File: config.mk
export PLATFORM = sky130hd
export DESIGN_NAME = exception_trap_controller_flat
export DESIGN_NICKNAME = d
export VERILOG_FILES = /design/src/rtl/exception_trap_controller_if.sv /design/src/rtl/exception_trap_controller.sv /design/src/flat_wrapper.sv
export SDC_FILE = /design/constraint.sdc
export NUM_CORES = 1
export LEC_CHECK = 0
export ABC_AREA = 1
export BUFFER_PORTS_ARGS = -buffer_cell sky130_fd_sc_hd__buf_2
export CORE_AREA = 2 2 180 182
export DETAILED_ROUTE_END_ITERATION = 8
export DIE_AREA = 0 0 182 184
export PLACE_DENSITY = 0.46
export SLEW_MARGIN = 20
export SYNTH_ARGS = -nofsm -noshare
export SYNTH_HDL_FRONTEND = slang
export SYNTH_SLANG_ARGS = --single-unit
File: constraint.sdc
create_clock -name i_clk -period 1.9 [get_ports i_clk]
set_input_delay 0.38 -clock i_clk [delete_from_list [all_inputs] [get_ports i_clk]]
set_output_delay 0.38 -clock i_clk [all_outputs]
set_load 0.03 [all_outputs]
File: src/rtl/exception_trap_controller_if.sv
// Exception/trap bus between the per-stage exception decoders, the fetch and
// hazard units, and the exception trap controller.
//   i_exc_valid/i_exc_code/i_exc_pc/i_exc_tval : packed per-channel requests
//   i_mtvec, i_mret                            : trap vector base, return strobe
//   o_flush, o_redirect_valid, o_redirect_pc   : pipeline control
//   o_trap_active                              : trap permission to the decoders
//   o_mcause/o_mepc/o_mtval                    : latched trap CSRs
//   o_double_fault, o_exc_count                : sticky fault flag, accept count
// master: request/pipeline side.  slave: the controller.
interface exception_trap_controller_if #(
    parameter int XLEN   = 32,
    parameter int N_CH   = 4,
    parameter int CODE_W = 4
);
    logic [N_CH-1:0]        i_exc_valid;
    logic [N_CH*CODE_W-1:0] i_exc_code;
    logic [N_CH*XLEN-1:0]   i_exc_pc;
    logic [N_CH*XLEN-1:0]   i_exc_tval;
    logic [XLEN-1:0]        i_mtvec;
    logic                   i_mret;

    logic                   o_flush;
    logic                   o_redirect_valid;
    logic [XLEN-1:0]        o_redirect_pc;
    logic                   o_trap_active;
    logic [XLEN-1:0]        o_mcause;
    logic [XLEN-1:0]        o_mepc;
    logic [XLEN-1:0]        o_mtval;
    logic                   o_double_fault;
    logic [15:0]            o_exc_count;

    modport master (
        output i_exc_valid, i_exc_code, i_exc_pc, i_exc_tval, i_mtvec, i_mret,
        input  o_flush, o_redirect_valid, o_redirect_pc, o_trap_active,
               o_mcause, o_mepc, o_mtval, o_double_fault, o_exc_count
    );

    modport slave (
        input  i_exc_valid, i_exc_code, i_exc_pc, i_exc_tval, i_mtvec, i_mret,
        output o_flush, o_redirect_valid, o_redirect_pc, o_trap_active,
               o_mcause, o_mepc, o_mtval, o_double_fault, o_exc_count
    );
endinterface

File: src/rtl/exception_trap_controller.sv
// Exception trap controller: fixed-priority arbitration of N_CH exception
// channels (highest index = oldest stage wins), trap CSR capture, and the
// flush -> redirect -> trap -> return sequence with double-fault halt.
// Ports:
//   i_clk   : rising-edge clock
//   i_rst_n : asynchronous active-low reset
//   bus     : exception_trap_controller_if slave (requests in, control/CSRs out)
// All outputs decode from registered state; no path from i_exc_* to outputs.
module exception_trap_controller #(
    parameter int XLEN         = 32,
    parameter int N_CH         = 4,
    parameter int CODE_W       = 4,
    parameter int FLUSH_CYCLES = 3
) (
    input  logic                          i_clk,
    input  logic                          i_rst_n,
    exception_trap_controller_if.slave    bus
);
    typedef enum logic [2:0] {
        ST_IDLE, ST_FLUSH, ST_REDIRECT, ST_INTRAP, ST_RETURN, ST_HALT
    } state_t;

    state_t          state_q, state_d;
    logic [3:0]      flush_cnt_q, flush_cnt_d;
    logic [XLEN-1:0] mcause_q, mcause_d;
    logic [XLEN-1:0] mepc_q, mepc_d;
    logic [XLEN-1:0] mtval_q, mtval_d;
    logic            double_fault_q, double_fault_d;
    logic [15:0]     exc_count_q, exc_count_d;

    logic              any_req;
    logic [CODE_W-1:0] win_code;
    logic [XLEN-1:0]   win_pc;
    logic [XLEN-1:0]   win_tval;

    function automatic logic [15:0] sat_inc16(input logic [15:0] v);
        return (v == 16'hFFFF) ? v : v + 16'd1;
    endfunction

    // Ascending scan: a later (higher-index) requester overwrites earlier ones,
    // giving the oldest stage priority. Code 0 means no exception.
    always_comb begin
        any_req  = 1'b0;
        win_code = '0;
        win_pc   = '0;
        win_tval = '0;
        for (int k = 0; k < N_CH; k++) begin
            if (bus.i_exc_valid[k] && (bus.i_exc_code[k*CODE_W +: CODE_W] != '0)) begin
                any_req  = 1'b1;
                win_code = bus.i_exc_code[k*CODE_W +: CODE_W];
                win_pc   = bus.i_exc_pc[k*XLEN +: XLEN];
                win_tval = bus.i_exc_tval[k*XLEN +: XLEN];
            end
        end
    end

    always_comb begin
        state_d        = state_q;
        flush_cnt_d    = flush_cnt_q;
        mcause_d       = mcause_q;
        mepc_d         = mepc_q;
        mtval_d        = mtval_q;
        double_fault_d = double_fault_q;
        exc_count_d    = exc_count_q;
        case (state_q)
            ST_IDLE: begin
                if (any_req) begin
                    mcause_d    = XLEN'(win_code);
                    mepc_d      = win_pc;
                    mtval_d     = win_tval;
                    flush_cnt_d = 4'(FLUSH_CYCLES);
                    exc_count_d = sat_inc16(exc_count_q);
                    state_d     = ST_FLUSH;
                end
            end
            // Requests here come from instructions being flushed; ignore them.
            ST_FLUSH: begin
                if (flush_cnt_q <= 4'd1) begin
                    state_d = ST_REDIRECT;
                end else begin
                    flush_cnt_d = flush_cnt_q - 4'd1;
                end
            end
            ST_REDIRECT: state_d = ST_INTRAP;
            // A request inside the handler is a double fault and beats mret.
            ST_INTRAP: begin
                if (any_req) begin
                    double_fault_d = 1'b1;
                    state_d        = ST_HALT;
                end else if (bus.i_mret) begin
                    state_d = ST_RETURN;
                end
            end
            ST_RETURN: state_d = ST_IDLE;
            ST_HALT:   state_d = ST_HALT;
            default:   state_d = ST_IDLE;
        endcase
    end

    always_ff @(posedge i_clk or negedge i_rst_n) begin
        if (!i_rst_n) begin
            state_q        <= ST_IDLE;
            flush_cnt_q    <= '0;
            mcause_q       <= '0;
            mepc_q         <= '0;
            mtval_q        <= '0;
            double_fault_q <= 1'b0;
            exc_count_q    <= '0;
        end else begin
            state_q        <= state_d;
            flush_cnt_q    <= flush_cnt_d;
            mcause_q       <= mcause_d;
            mepc_q         <= mepc_d;
            mtval_q        <= mtval_d;
            double_fault_q <= double_fault_d;
            exc_count_q    <= exc_count_d;
        end
    end

    assign bus.o_flush          = (state_q == ST_FLUSH) || (state_q == ST_REDIRECT) ||
                                  (state_q == ST_RETURN) || (state_q == ST_HALT);
    assign bus.o_redirect_valid = (state_q == ST_REDIRECT) || (state_q == ST_RETURN);
    assign bus.o_redirect_pc    = (state_q == ST_REDIRECT) ? bus.i_mtvec :
                                  (state_q == ST_RETURN)   ? mepc_q      : '0;
    assign bus.o_trap_active    = (state_q == ST_INTRAP);
    assign bus.o_mcause         = mcause_q;
    assign bus.o_mepc           = mepc_q;
    assign bus.o_mtval          = mtval_q;
    assign bus.o_double_fault   = double_fault_q;
    assign bus.o_exc_count      = exc_count_q;
endmodule
File: src/flat_wrapper.sv
// flat-port wrapper written by rule: the top's interface ports become plain ports
module exception_trap_controller_flat 
#(
    parameter int XLEN         = 32,
    parameter int N_CH         = 4,
    parameter int CODE_W       = 4,
    parameter int FLUSH_CYCLES = 3
)
  (i_clk, i_rst_n, bus_i_exc_valid, bus_i_exc_code, bus_i_exc_pc, bus_i_exc_tval, bus_i_mtvec, bus_i_mret, bus_o_flush, bus_o_redirect_valid, bus_o_redirect_pc, bus_o_trap_active, bus_o_mcause, bus_o_mepc, bus_o_mtval, bus_o_double_fault, bus_o_exc_count);
  exception_trap_controller_if #(.XLEN(XLEN), .N_CH(N_CH), .CODE_W(CODE_W)) bus_i ();
  input  logic i_clk;
  input  logic i_rst_n;
  input wire logic [$bits(bus_i.i_exc_valid)-1:0] bus_i_exc_valid;
  input wire logic [$bits(bus_i.i_exc_code)-1:0] bus_i_exc_code;
  input wire logic [$bits(bus_i.i_exc_pc)-1:0] bus_i_exc_pc;
  input wire logic [$bits(bus_i.i_exc_tval)-1:0] bus_i_exc_tval;
  input wire logic [$bits(bus_i.i_mtvec)-1:0] bus_i_mtvec;
  input wire logic [$bits(bus_i.i_mret)-1:0] bus_i_mret;
  output wire logic [$bits(bus_i.o_flush)-1:0] bus_o_flush;
  output wire logic [$bits(bus_i.o_redirect_valid)-1:0] bus_o_redirect_valid;
  output wire logic [$bits(bus_i.o_redirect_pc)-1:0] bus_o_redirect_pc;
  output wire logic [$bits(bus_i.o_trap_active)-1:0] bus_o_trap_active;
  output wire logic [$bits(bus_i.o_mcause)-1:0] bus_o_mcause;
  output wire logic [$bits(bus_i.o_mepc)-1:0] bus_o_mepc;
  output wire logic [$bits(bus_i.o_mtval)-1:0] bus_o_mtval;
  output wire logic [$bits(bus_i.o_double_fault)-1:0] bus_o_double_fault;
  output wire logic [$bits(bus_i.o_exc_count)-1:0] bus_o_exc_count;
  assign bus_i.i_exc_valid = bus_i_exc_valid;
  assign bus_i.i_exc_code = bus_i_exc_code;
  assign bus_i.i_exc_pc = bus_i_exc_pc;
  assign bus_i.i_exc_tval = bus_i_exc_tval;
  assign bus_i.i_mtvec = bus_i_mtvec;
  assign bus_i.i_mret = bus_i_mret;
  assign bus_o_flush = bus_i.o_flush;
  assign bus_o_redirect_valid = bus_i.o_redirect_valid;
  assign bus_o_redirect_pc = bus_i.o_redirect_pc;
  assign bus_o_trap_active = bus_i.o_trap_active;
  assign bus_o_mcause = bus_i.o_mcause;
  assign bus_o_mepc = bus_i.o_mepc;
  assign bus_o_mtval = bus_i.o_mtval;
  assign bus_o_double_fault = bus_i.o_double_fault;
  assign bus_o_exc_count = bus_i.o_exc_count;
  exception_trap_controller #(.XLEN(XLEN), .N_CH(N_CH), .CODE_W(CODE_W), .FLUSH_CYCLES(FLUSH_CYCLES)) u_core (.i_clk(i_clk), .i_rst_n(i_rst_n), .bus(bus_i));
endmodule
======== Word-level counts from Yosys, hierarchy flattened ========
Index checks and enable logic that the tools add are counted.
cells by class
  add/sub/neg operators ................... 2
  multipliers ............................. 0
  div/mod/pow operators ................... 0
  magnitude comparators ................... 1
  equal/unequal tests ..................... 10
  shift operators ......................... 0
  multiplexer cells ....................... 26
  bitwise logic cells ..................... 1
  reduce and logical (&&, ||, !) cells .... 19
operator list
  kind                   count
  $mux 32                10
  $mux 4                 6
  $add 16x1->16 const B  1
  $eq 16x16->1 const B   1
  $reduce_bool 4->1      4
  $pmux 3 s5             1
  $mux 3                 4
  $reduce_and 3->1       3
  $pmux 4 s2             1
  $eq 3x2->1 const B     2
  $eq 3x3->1 const B     2
  $le 4x1->1 const B     1
  $logic_and 1x1->1      4
  $logic_or 1x1->1       4
  $mux 1                 4
  $ne 2x1->1 const B     2
  $reduce_and 2->1       2
  $sub 4x1->4 const B    1
  $eq 3x1->1 const B     1
  $logic_not 3->1        1
  $ne 3x2->1 const B     1
  $ne 2x2->1 const B     1
  $reduce_bool 2->1      1
  $not 1->1              1
word-level totals
  register bits after elaboration ......... 92
  latch bits .............................. 0
  memory bits (writable) .................. 0
  memory bits (read-only) ................. 0
  input port bits ......................... 311
  output and inout port bits .............. 148
  logic and storage cells ................. 66
  memories kept ........................... 0

======== Depth between registers and ports, before layout ========
  depth after elaboration ................. 8
  mapped depth ............................ 11
  mapped depth without buffers ............ 10

======== Least setup slack after synthesis ========
Ideal clock, no wire load.
  kind .................................... reg2out
  from .................................... reg u_core.state_q[0]
  to ...................................... out bus_o_redirect_pc[23]
  arrival time ............................ 1,590 ps
  data required time ...................... 1,520 ps
  setup slack ............................. -70 ps
  stages on the path, launching flop included .. 5
  path buffers ............................ 1
  cell sequence ........................... dfrtp_1 nor2_1 nand2_1 clkbuf_1 o21ai_0
between the ends
  cells in the longest elaborated chain, start to end .. 3
  elaborated cells on any way between the ends .. 4
  those cells by class .................... eq/ne: 2; mux: 2
RTL lines
  what                    RTL line                          RTL
  start, declared         exception_trap_controller.sv:23   state_t state_q, state_d;
  start signal, assigned  exception_trap_controller.sv:110  state_q <= state_d;
  $eq 3x3->1              exception_trap_controller.sv:124  (state_q == ST_RETURN) ? mepc_q : '0;
  $mux 32                 exception_trap_controller.sv:124
  $mux 32 (*)             exception_trap_controller.sv:123  assign bus.o_redirect_pc = (state_q == ST_REDIRECT) ? bus.i_mtvec :
  end, declared           flat_wrapper.sv:21                output wire logic [$bits(bus_i.o_redirect_pc)-1:0] bus_o_redirect_pc;
Mark *: on every way between the ends. The rest lies on a longest branch, timed or not.

======== Worst setup path in the final report ========
  from .................................... reg u_core.state_q[1]
  to ...................................... out bus_o_redirect_pc[31]
Same word-level chain as after synthesis.

==> flow_metrics.tcl <==
set metrics [dict create \
    root_buffer "clkbuf_16" \
    antenna_found_initial 13 \
    wirelength_mm 35.2 \
    post-route-util 0.343 \
    first_iter_violations 474 \
    synth_cell_types 29 \
    netlist_top_cells_count "nand3_1 (211), nand2_1 (166), nor2_1 (155), dfrtp_1 (92)" \
    grt_util_all_layers 0.202 \
    die_x_um 182 \
    violations "setup timing" \
    synth.area.top_cells "dfrtp_1 (32%), nand3_1 (15%), nand2_1 (8.7%)" \
    synth.most_common_cell "nand3_1" \
    critPathTopFamily "buffers and inverters" \
    grt_start_max_net_pins 93 \
    fin_tns_setup_ps -3570 \
    dp_cells 1853 \
    period_share 1.09 \
    synth-edff-count 0 \
    critPathSlowestCell "dfrtp_1" \
    maxCapViolations 0 \
    clkTransAtPathRegs_ps 80 \
    dr_total_vias 9005 \
    n_fill_cell 3486 \
    port_buffers 430 \
    status "complete, but fails checks" \
    drtPass1Iterations 5 \
    required_ps 1520 \
    io_pins 459 \
    coreArea_sq_mm 0.0314 \
    path_buf_inv 3 \
    endpoint_kind "output pin" \
    grt_pass1_wl_mm 51.6 \
    total_power_uw 15000 \
    netlist_instances 1059 \
    arrival_ps 1690 \
    clockBufferDepth 2 \
    power.leakage_uw 0.00534 \
    yosysWarningCount 0 \
    setup_viol_count_final 34 \
    cts_tree "done" \
    fmax_mhz 484 \
    syn_area_sq_mm 0.00713 \
    crit_path_frequent_cell "buf_4" \
    setup_ws_ps -167 \
    drc 0 \
    hold_viol_final 0 \
    synth_ff_type "dfrtp_1" \
    start_util 0.227 \
    cts.sinks 92 \
    report.final.slew_viol_count 0 \
    dieHeight_um 184 \
    worstMarginPinSlew_ps 780 \
    viasPerCell 4.76 \
    fp-row-count 65 \
    power.density_mw_per_mm2 1390 \
    startpoint_type "flop" \
    die_area_sq_mm 0.0335 \
    first_global_vias 8695 \
    syn_area_per_cell_sq_um 6.74 \
    slew-limit-headroom 0.480 \
    critPathMaxStageDelay_ps 410 \
    hold_class "input pin to async pin" \
    min_period_ps 2070 \
    ys_ff_latch 92 \
    htree_levels 3 \
    drive_gt1_frac 0.389 \
    rsz0062_at_grt "yes" \
    synth_seq_area_share 0.323 \
    path_class "flop to output pin" \
    layout.cells.non_filler 1891 \
    yosys.area.top_type "dfrtp_1" \
    synthToLayoutAreaGrowth_pct 50.8 \
    path_cells "buf_4 > nor2_4 > nand2_4 > buf_12 > o21ai_0 > buf_4" \
    drtAntennaViolNets 0 \
    cts_buffers 9 \
    place_hpwl_mm 25.7 \
    insertion_delay_ps 350 \
    synth_top_cell_area_share 0.323 \
    grt-ovfl-total 0 \
    ys_async_sr_fraction 1.00 \
    finalClockSkew_ps 14.7 \
    wl_per_cell_um 18.6 \
    path_max_fanout 16 \
    final_nets 1790 \
    place_congestion 0.841 \
    irDropWorstVdd_mv 0.557 \
]
## sequential cells by signal, indices dropped and copies added, names as in the netlist
name                       count
u_core.bus.o_mepc             32
u_core.bus.o_mtval            32
u_core.bus.o_exc_count        16
u_core.bus.o_mcause            4
u_core.flush_cnt_q             4
u_core.state_q                 3
u_core.bus.o_double_fault      1
## report_power, final
part	total, uW	switching [uW]	internal (uW)	leakage, uW
Clock	2170	881	1290	0.000160
Combinational	9370	6110	3260	0.00404
Sequential	3420	551	2860	0.00114
## repair_timing
item	in CTS	in global routing
hold buffers	0	0
setup buffers	6	5
setup endpoints to repair	34	35
gates resized for setup	79	75
cloned	2	1
hold endpoints to repair	0	0
pin swaps	1	2
## metrics by stage
stage | hold WS (ps) | instance area (sq um) | worst slack (ps)
2_1_floorplan | 84.4 | 7240 | -69.5
3_3_place_gp | 446 | 9900 | -175
3_5_place_dp | 450 | 9900 | -144
4_1_cts | 107 | 10500 | -159
5_1_grt | 111 | 10800 | -257
6_report | 69.8 | 10800 | -167
## worst reg2reg max path, stage by stage (launching register included)
cell and delay (ps):
dfrtp_1 410, buf_4 160, nor2_4 100, buf_4 120, nand2_2 130, nor2_8 260
buf_12 250, nand3_1 160, o21ai_0 100
## layout make-up
class,count,area (sq um),area share
Multi-Input combinational cell,822,4290,0.398
Clock inverter,4,98.8,0.00918
Sequential cell,92,2300,0.214
Timing Repair Buffer,494,3100,0.288
Inverter,57,216,0.0201
Antenna cell,9,22.5,0.00209
Tap cell,402,503,0.0467
Clock buffer,11,233,0.0216
## kinds of logic (layout without fill, tap and decap cells)
family,count (synthesis),count (layout),share of synthesized area
buffers and inverters,172,566,0.119
DFF,92,92,0.323
xor gates and xnor gates,16,16,0.0196
other,1,37,0.000526
AOI/OAI and AO/OA,89,89,0.0656
and+or+nand+nor,686,686,0.467
adders and majority gates,3,3,0.00526
## cells in the final DEF (no fill, tap or decap), types with 6 or more instances in the layout
cell,n
buf_2,393
nand3_1,210
nor2_1,153
nand2_1,140
dfrtp_1,91
nand4_1,67
nor3b_1,66
buf_4,52
inv_1,50
o21ai_0,37
conb_1,28
nand2_2,26
buf_6,26
o21ai_1,23
o21ai_2,20
buf_12,20
nor3_1,10
xor2_1,10
clkbuf_16,10
diode_2,9
nand2_4,7
inv_2,6
xnor2_1,6
## metal layers
layer,GRT usage,vias up,part of all wire
met5,0,-,0.0012
met2,0.347,359,0.50
met4,0.0710,6,0.025
li1,-,4362,-
met1,0.251,4233,0.42
met3,0.0428,45,0.062
## path summary, 6_finish.rpt
kind	from	slack [ps]	depth (start not counted)	to
worst min-delay path	i_rst_n	70	2	u_core.bus.o_mepc[11]$_DFFE_PN0P_
worst max-delay path	u_core.state_q[1]$_DFFE_PN0P_	-170	6	bus_o_redirect_pc[31]
max in group asynchronous	i_rst_n	1380	2	u_core.bus.o_mtval[22]$_DFFE_PN0P_
worst min register to register	u_core.bus.o_mtval[22]$_DFFE_PN0P_	480	2	u_core.bus.o_mtval[22]$_DFFE_PN0P_
min in group i_clk	bus_i_exc_tval[89]	380	5	u_core.bus.o_mtval[25]$_DFFE_PN0P_
worst max register to register	u_core.state_q[1]$_DFFE_PN0P_	140	8	u_core.bus.o_mepc[19]$_DFFE_PN0P_
Note: power is estimated with default switching activity, not from simulation.
